## config.mk

```make
export PLATFORM = sky130hd
export DESIGN_NAME = aes_key_expand_flat
export DESIGN_NICKNAME = d
export VERILOG_FILES = /design/src/rtl/aes_key_expand_pkg.sv /design/src/rtl/aes_key_expand_if.sv /design/src/rtl/aes_key_expand_subword.sv /design/src/rtl/aes_key_expand.sv /design/src/flat_wrapper.sv
export SDC_FILE = /design/constraint.sdc
export NUM_CORES = 1
export LEC_CHECK = 0
export CAP_MARGIN = 20
export CORE_MARGIN = 5
export CORE_UTILIZATION = 40
export CTS_BUF_LIST = sky130_fd_sc_hd__clkbuf_8
export DETAILED_ROUTE_END_ITERATION = 10
export PLACE_DENSITY_LB_ADDON = 0.15
export SLEW_MARGIN = 5
export SYNTH_ARGS = -nofsm -noshare
export SYNTH_HDL_FRONTEND = slang
export SYNTH_SLANG_ARGS = --single-unit
```

## constraint.sdc

```tcl
create_clock -name clk -period 6.2 [get_ports clk]
set_input_delay 1.24 -clock clk [delete_from_list [all_inputs] [get_ports clk]]
set_output_delay 1.24 -clock clk [all_outputs]
set_load 0.01 [all_outputs]
```

## src/rtl/aes_key_expand_pkg.sv

```systemverilog
// AES-128 key schedule: shared constants, FSM state type, S-box table and RCON lookup.
package aes_key_expand_pkg;

    localparam int unsigned NR       = 10;
    localparam int unsigned RK_IDX_W = 4;

    typedef enum logic {
        ST_IDLE,
        ST_EXPAND
    } state_e;

    // Forward AES S-box, entry 0x00 in the most significant byte.
    localparam logic [2047:0] SBOX_TABLE = {
        128'h637c777bf26b6fc53001672bfed7ab76,
        128'hca82c97dfa5947f0add4a2af9ca472c0,
        128'hb7fd9326363ff7cc34a5e5f171d83115,
        128'h04c723c31896059a071280e2eb27b275,
        128'h09832c1a1b6e5aa0523bd6b329e32f84,
        128'h53d100ed20fcb15b6acbbe394a4c58cf,
        128'hd0efaafb434d338545f9027f503c9fa8,
        128'h51a3408f929d38f5bcb6da2110fff3d2,
        128'hcd0c13ec5f974417c4a77e3d645d1973,
        128'h60814fdc222a908846eeb814de5e0bdb,
        128'he0323a0a4906245cc2d3ac629195e479,
        128'he7c8376d8dd54ea96c56f4ea657aae08,
        128'hba78252e1ca6b4c6e8dd741f4bbd8b8a,
        128'h703eb5664803f60e613557b986c11d9e,
        128'he1f8981169d98e949b1e87e9ce5528df,
        128'h8ca1890dbfe6426841992d0fb054bb16
    };

    function automatic logic [7:0] sbox(input logic [7:0] x);
        return SBOX_TABLE[(255 - int'(x)) * 8 +: 8];
    endfunction

    // Round constant used to derive round key i+1 from round key i.
    function automatic logic [7:0] rcon(input logic [RK_IDX_W-1:0] i);
        logic [7:0] r;
        case (i)
            4'd0:    r = 8'h01;
            4'd1:    r = 8'h02;
            4'd2:    r = 8'h04;
            4'd3:    r = 8'h08;
            4'd4:    r = 8'h10;
            4'd5:    r = 8'h20;
            4'd6:    r = 8'h40;
            4'd7:    r = 8'h80;
            4'd8:    r = 8'h1b;
            4'd9:    r = 8'h36;
            default: r = 8'h00;
        endcase
        return r;
    endfunction

endpackage

```

## src/rtl/aes_key_expand_if.sv

```systemverilog
// Key-in / round-key-out handshake bundle for the AES-128 key schedule.
interface aes_key_expand_if;
    import aes_key_expand_pkg::*;

    logic                key_valid;
    logic                key_ready;
    logic [127:0]        key_in;
    logic                rk_valid;
    logic                rk_ready;
    logic [127:0]        rk_data;
    logic [RK_IDX_W-1:0] rk_idx;
    logic                rk_last;
    logic                busy;

    modport master (
        output key_valid, key_in, rk_ready,
        input  key_ready, rk_valid, rk_data, rk_idx, rk_last, busy
    );

    modport slave (
        input  key_valid, key_in, rk_ready,
        output key_ready, rk_valid, rk_data, rk_idx, rk_last, busy
    );
endinterface

```

## src/rtl/aes_key_expand_subword.sv

```systemverilog
// SubWord: applies the AES S-box to each byte of a 32-bit word; purely combinational.
module aes_key_expand_subword
    import aes_key_expand_pkg::*;
(
    input  logic [31:0] word_in,
    output logic [31:0] word_out
);

    // One S-box lookup per byte lane.
    for (genvar b = 0; b < 4; b++) begin : g_sbox
        assign word_out[8*b +: 8] = sbox(word_in[8*b +: 8]);
    end

endmodule

```

## src/rtl/aes_key_expand.sv

```systemverilog
// AES-128 key schedule: accepts a cipher key and streams round keys 0..10.
// Optional macro AES_KEYEXP_STALL_EN: honour rk_ready backpressure; when
// undefined rk_ready is ignored and the 11 keys go out on consecutive cycles.
module aes_key_expand
    import aes_key_expand_pkg::*;
(
    input  logic           clk,
    input  logic           rst,
    aes_key_expand_if.slave bus
);

    state_e              state_q, state_d;
    logic [127:0]        rk_q, rk_d;
    logic [RK_IDX_W-1:0] idx_q, idx_d;
    logic                valid_q, valid_d;
    logic                last_q, last_d;

    logic                advance;
    logic [31:0]         rot_w3;
    logic [31:0]         sub_w3;
    logic [31:0]         temp_w;
    logic [31:0]         nw0, nw1, nw2, nw3;
    logic [127:0]        next_rk;

`ifdef AES_KEYEXP_STALL_EN
    assign advance = valid_q & bus.rk_ready;
`else
    logic unused_rk_ready;
    assign unused_rk_ready = bus.rk_ready;
    assign advance = valid_q;
`endif

    // RotWord on w3 followed by SubWord.
    assign rot_w3 = {rk_q[23:0], rk_q[31:24]};

    aes_key_expand_subword u_subword (
        .word_in  (rot_w3),
        .word_out (sub_w3)
    );

    // Derive round key idx+1 from the currently presented round key.
    always_comb begin
        temp_w  = sub_w3 ^ {rcon(idx_q), 24'h000000};
        nw0     = rk_q[127:96] ^ temp_w;
        nw1     = rk_q[95:64]  ^ nw0;
        nw2     = rk_q[63:32]  ^ nw1;
        nw3     = rk_q[31:0]   ^ nw2;
        next_rk = {nw0, nw1, nw2, nw3};
    end

    // Next-state, round counter and output register update.
    always_comb begin
        state_d = state_q;
        rk_d    = rk_q;
        idx_d   = idx_q;
        valid_d = valid_q;
        last_d  = last_q;
        case (state_q)
            ST_IDLE: begin
                if (bus.key_valid) begin
                    state_d = ST_EXPAND;
                    rk_d    = bus.key_in;
                    idx_d   = '0;
                    valid_d = 1'b1;
                    last_d  = 1'b0;
                end
            end
            ST_EXPAND: begin
                if (advance) begin
                    if (idx_q == RK_IDX_W'(NR)) begin
                        state_d = ST_IDLE;
                        idx_d   = '0;
                        valid_d = 1'b0;
                        last_d  = 1'b0;
                    end else begin
                        rk_d    = next_rk;
                        idx_d   = idx_q + 1'b1;
                        last_d  = (idx_q == RK_IDX_W'(NR - 1));
                    end
                end
            end
            default: state_d = ST_IDLE;
        endcase
    end

    // State and output registers, cleared asynchronously.
    always_ff @(posedge clk or posedge rst) begin
        if (rst) begin
            state_q <= ST_IDLE;
            rk_q    <= '0;
            idx_q   <= '0;
            valid_q <= 1'b0;
            last_q  <= 1'b0;
        end else begin
            state_q <= state_d;
            rk_q    <= rk_d;
            idx_q   <= idx_d;
            valid_q <= valid_d;
            last_q  <= last_d;
        end
    end

    assign bus.key_ready = (state_q == ST_IDLE);
    assign bus.busy      = (state_q == ST_EXPAND);
    assign bus.rk_valid  = valid_q;
    assign bus.rk_data   = rk_q;
    assign bus.rk_idx    = idx_q;
    assign bus.rk_last   = last_q;

endmodule

```

## src/flat_wrapper.sv

```systemverilog
// flat-port wrapper written by rule: the top's interface ports become plain ports
module aes_key_expand_flat import aes_key_expand_pkg::*;
  (clk, rst, bus_key_valid, bus_key_in, bus_rk_ready, bus_key_ready, bus_rk_valid, bus_rk_data, bus_rk_idx, bus_rk_last, bus_busy);
  aes_key_expand_if bus_i ();
  input  logic clk;
  input  logic rst;
  input wire logic [$bits(bus_i.key_valid)-1:0] bus_key_valid;
  input wire logic [$bits(bus_i.key_in)-1:0] bus_key_in;
  input wire logic [$bits(bus_i.rk_ready)-1:0] bus_rk_ready;
  output wire logic [$bits(bus_i.key_ready)-1:0] bus_key_ready;
  output wire logic [$bits(bus_i.rk_valid)-1:0] bus_rk_valid;
  output wire logic [$bits(bus_i.rk_data)-1:0] bus_rk_data;
  output wire logic [$bits(bus_i.rk_idx)-1:0] bus_rk_idx;
  output wire logic [$bits(bus_i.rk_last)-1:0] bus_rk_last;
  output wire logic [$bits(bus_i.busy)-1:0] bus_busy;
  assign bus_i.key_valid = bus_key_valid;
  assign bus_i.key_in = bus_key_in;
  assign bus_i.rk_ready = bus_rk_ready;
  assign bus_key_ready = bus_i.key_ready;
  assign bus_rk_valid = bus_i.rk_valid;
  assign bus_rk_data = bus_i.rk_data;
  assign bus_rk_idx = bus_i.rk_idx;
  assign bus_rk_last = bus_i.rk_last;
  assign bus_busy = bus_i.busy;
  aes_key_expand u_core (.clk(clk), .rst(rst), .bus(bus_i));
endmodule
```

==> results_dict.tcl <==
set metrics [dict create \
    synth_area_mm2 0.02382 \
    synthArstFlopShare_pct 100.0 \
    die_area_mm2 0.06452 \
    area_delta_synth_final_pct 12.36 \
    fillers 5964 \
    dieHeight_um 254.0 \
    drv_slew 0 \
    status "completed" \
    vias_per_cell 7.097 \
    cts.reportedPaths.clkPinSlew_ps 100 \
    drtIter0Drc 4410 \
    drv_cap 0 \
    gp_congestion 1.013 \
    fin_setup_tns_ps 0 \
    critPathMaxFanout 20 \
    cp-end-kind "flip-flop" \
    grt_pass1_wl_mm 174.2 \
    worst_hold_path_type "flip-flop to flip-flop" \
    yosysTopAreaCellShare_pct 14.18 \
    cp.required_ps 6630 \
    final_cell_area_mm2 0.02676 \
    grt_max_degree 109 \
    first_pass_iters 6 \
    row_count 89 \
    wl_mm 118.1 \
    ys_warn_count 0 \
    synth_seq_cells 135 \
    relSlewSlack_pct 30.28 \
    yosysUniqueCellTypes 113 \
    ant_nets 0 \
    fmax_mhz 215.0 \
    yosysMostFrequentCell "nand2_1" \
    fin_crit_ps 4650 \
    crit_type "flip-flop to flip-flop" \
    tightestPinTransition_ps 1046 \
    final-hold-violation-count 0 \
    worstHoldStart "u_core.bus.rk_last" \
    layout-drive-gt1-share_pct 8.116 \
    dpl_cell_area_mm2 0.02637 \
    syn_area_per_cell_um2 7.239 \
    r2r-start "u_core.bus.rk_data[25]" \
    antenna_found_initial 10 \
    synth_top_area_cell "dfrtp_1" \
    numCtsBuffers 17 \
    fin_skew_ps 22.07 \
    die_w_um 254.0 \
    crit_path_start "u_core.bus.rk_data[25]" \
    pin_count 268 \
    h-tree-depth 4 \
    drcViolationCount 0 \
    cp_slowest_stage_delay_ps 760 \
    num-nets-final 3469 \
    core-area_mm2 0.05902 \
    yosys_most_used_dff "dfrtp_1" \
    routedWlPerCell_um 29.03 \
    groute.usage.overall_pct 34.54 \
    fin_crit_sh_pct 75.00 \
    crit_arrival_ps 5080 \
    cts.sinks 135 \
    synth_cells 3290 \
    synthTopCellsByArea "dfrtp_1, a21oi_1, o21ai_0, nand2_1, nor2_1" \
    synth_edf_count 0 \
    io_buffers 266 \
    start_kind "flip-flop" \
    crit_chain "buf_4 -> inv_1 -> ha_1 -> nor2_1 -> o21ai_0 -> a221oi_1 -> a221oi_1 -> a22oi_1 -> xnor2_1 -> xnor2_1 -> o311a_1" \
    critPathSlowestCell "ha_1" \
    cts_hold_buf 0 \
    grt_pass1_vias 26354 \
    synth_fp_nets 3482 \
    cts_setup_buffers 0 \
    cts_tree "yes" \
    overflow 0 \
    rsz0062_at_grt "no" \
    hpwl_mm 81.87 \
    root_buffer "clkbuf_8" \
    synthTopCellsByCount "nand2_1, a21oi_1, nor2_1" \
    max-clock-path-buffers 2 \
    setup_viol 0 \
    insertion_delay_ps 550 \
    routed-via-count 28862 \
    ys_seq_area_share_pct 14.18 \
    start_util_pct 40.36 \
    cts_resized 0 \
]
==> metrics by stage <==
step	hold WS, ps	utilization, %	instances	setup WS (ps)
after floorplan	516.8	-	3290	1349
after global placement	465.2	44.68	4031	1807
after detailed placement	470.7	44.68	4031	1741
after CTS	489.4	45.33	4063	1709
after global routing	511.5	45.34	4066	1501
final	489.2	45.34	4067	1550
==> path summary, 6_finish.rpt <==
check / cells past startpoint / slack [ps] / to
hold / removal: 2 / 490 / u_core.bus.rk_last
max in group asynchronous: 3 / 3940 / u_core.bus.rk_data[49]
hold reg to reg: 2 / 490 / u_core.bus.rk_last
setup / recovery: 11 / 1550 / u_core.bus.rk_data[6]
min in group asynchronous: 2 / 1190 / u_core.bus.rk_data[78]
setup reg to reg: 11 / 1550 / u_core.bus.rk_data[6]
==> registers in the layout, indices dropped and copies added (netlist names) <==
signal / cells
u_core.bus.busy: 1
u_core.bus.rk_data: 128
u_core.bus.rk_idx: 4
u_core.bus.rk_last: 1
u_core.bus.rk_valid: 1
==> layout make-up <==
class / count / area (µm²) / share of cell area (%)
repair buffers: 360 / 3393 / 12.68
inverters: 56 / 216.5 / 0.8089
diodes: 4 / 10.01 / 0.03740
clock buffers: 20 / 275.3 / 1.029
flip-flops and latches: 135 / 3413 / 12.75
clock inverters: 12 / 105.1 / 0.3927
multi-input cells: 2707 / 18380 / 68.68
well taps: 773 / 967.2 / 3.614
==> cell families after synthesis <==
group           after synthesis  synth area share (%)
compound gates             1206                 35.51
xor+xnor                    131                 5.463
fa+ha+maj                    62                 3.268
buf+inv                     448                 8.783
flops                       135                 14.18
mux                         115                 6.924
simple gates               1193                 25.87
==> layout by cell type (no fill, tap or decap), types with 23 or more instances in the layout <==
cell	n
a211o_1	30
a211oi_1	72
a21o_1	24
a21oi_1	241
a221oi_1	24
a311oi_1	58
a31oi_1	62
and2_1	35
and3_1	30
buf_4	92
clkdlybuf4s50_1	266
dfrtp_1	123
ha_1	59
inv_1	42
mux2i_1	59
mux4_2	38
nand2_1	250
nand2b_1	107
nand3_1	116
nand4_1	31
nor2_1	235
nor2b_1	91
nor3_1	114
nor3b_1	23
nor4_1	24
o211ai_1	51
o21a_1	26
o21ai_0	221
o221ai_1	23
o22ai_1	50
o311ai_0	47
o31ai_1	32
or2_2	24
or3_1	31
xnor2_1	77
xor2_1	41
==> critical path: cells and delay by family (launching register included) <==
family,cells,cell delay (ps)
compound gates,5,1550
xor+xnor,2,930
fa+ha+maj,1,760
buf+inv,2,650
flops,1,370
simple gates,1,250
==> metal layers <==
layer / GRT usage, % / share of wire [%] / vias to the layer above
met5: 0 / 0.063 / -
met4: 14.13 / 4.9 / 12
met3: 8.474 / 12 / 352
met2: 51.75 / 43 / 2085
met1: 47.70 / 40 / 13903
li1: - / - / 12510
Power is not shown: default switching activity piles up to over one toggle a cycle in this logic, so the estimate is an artifact.
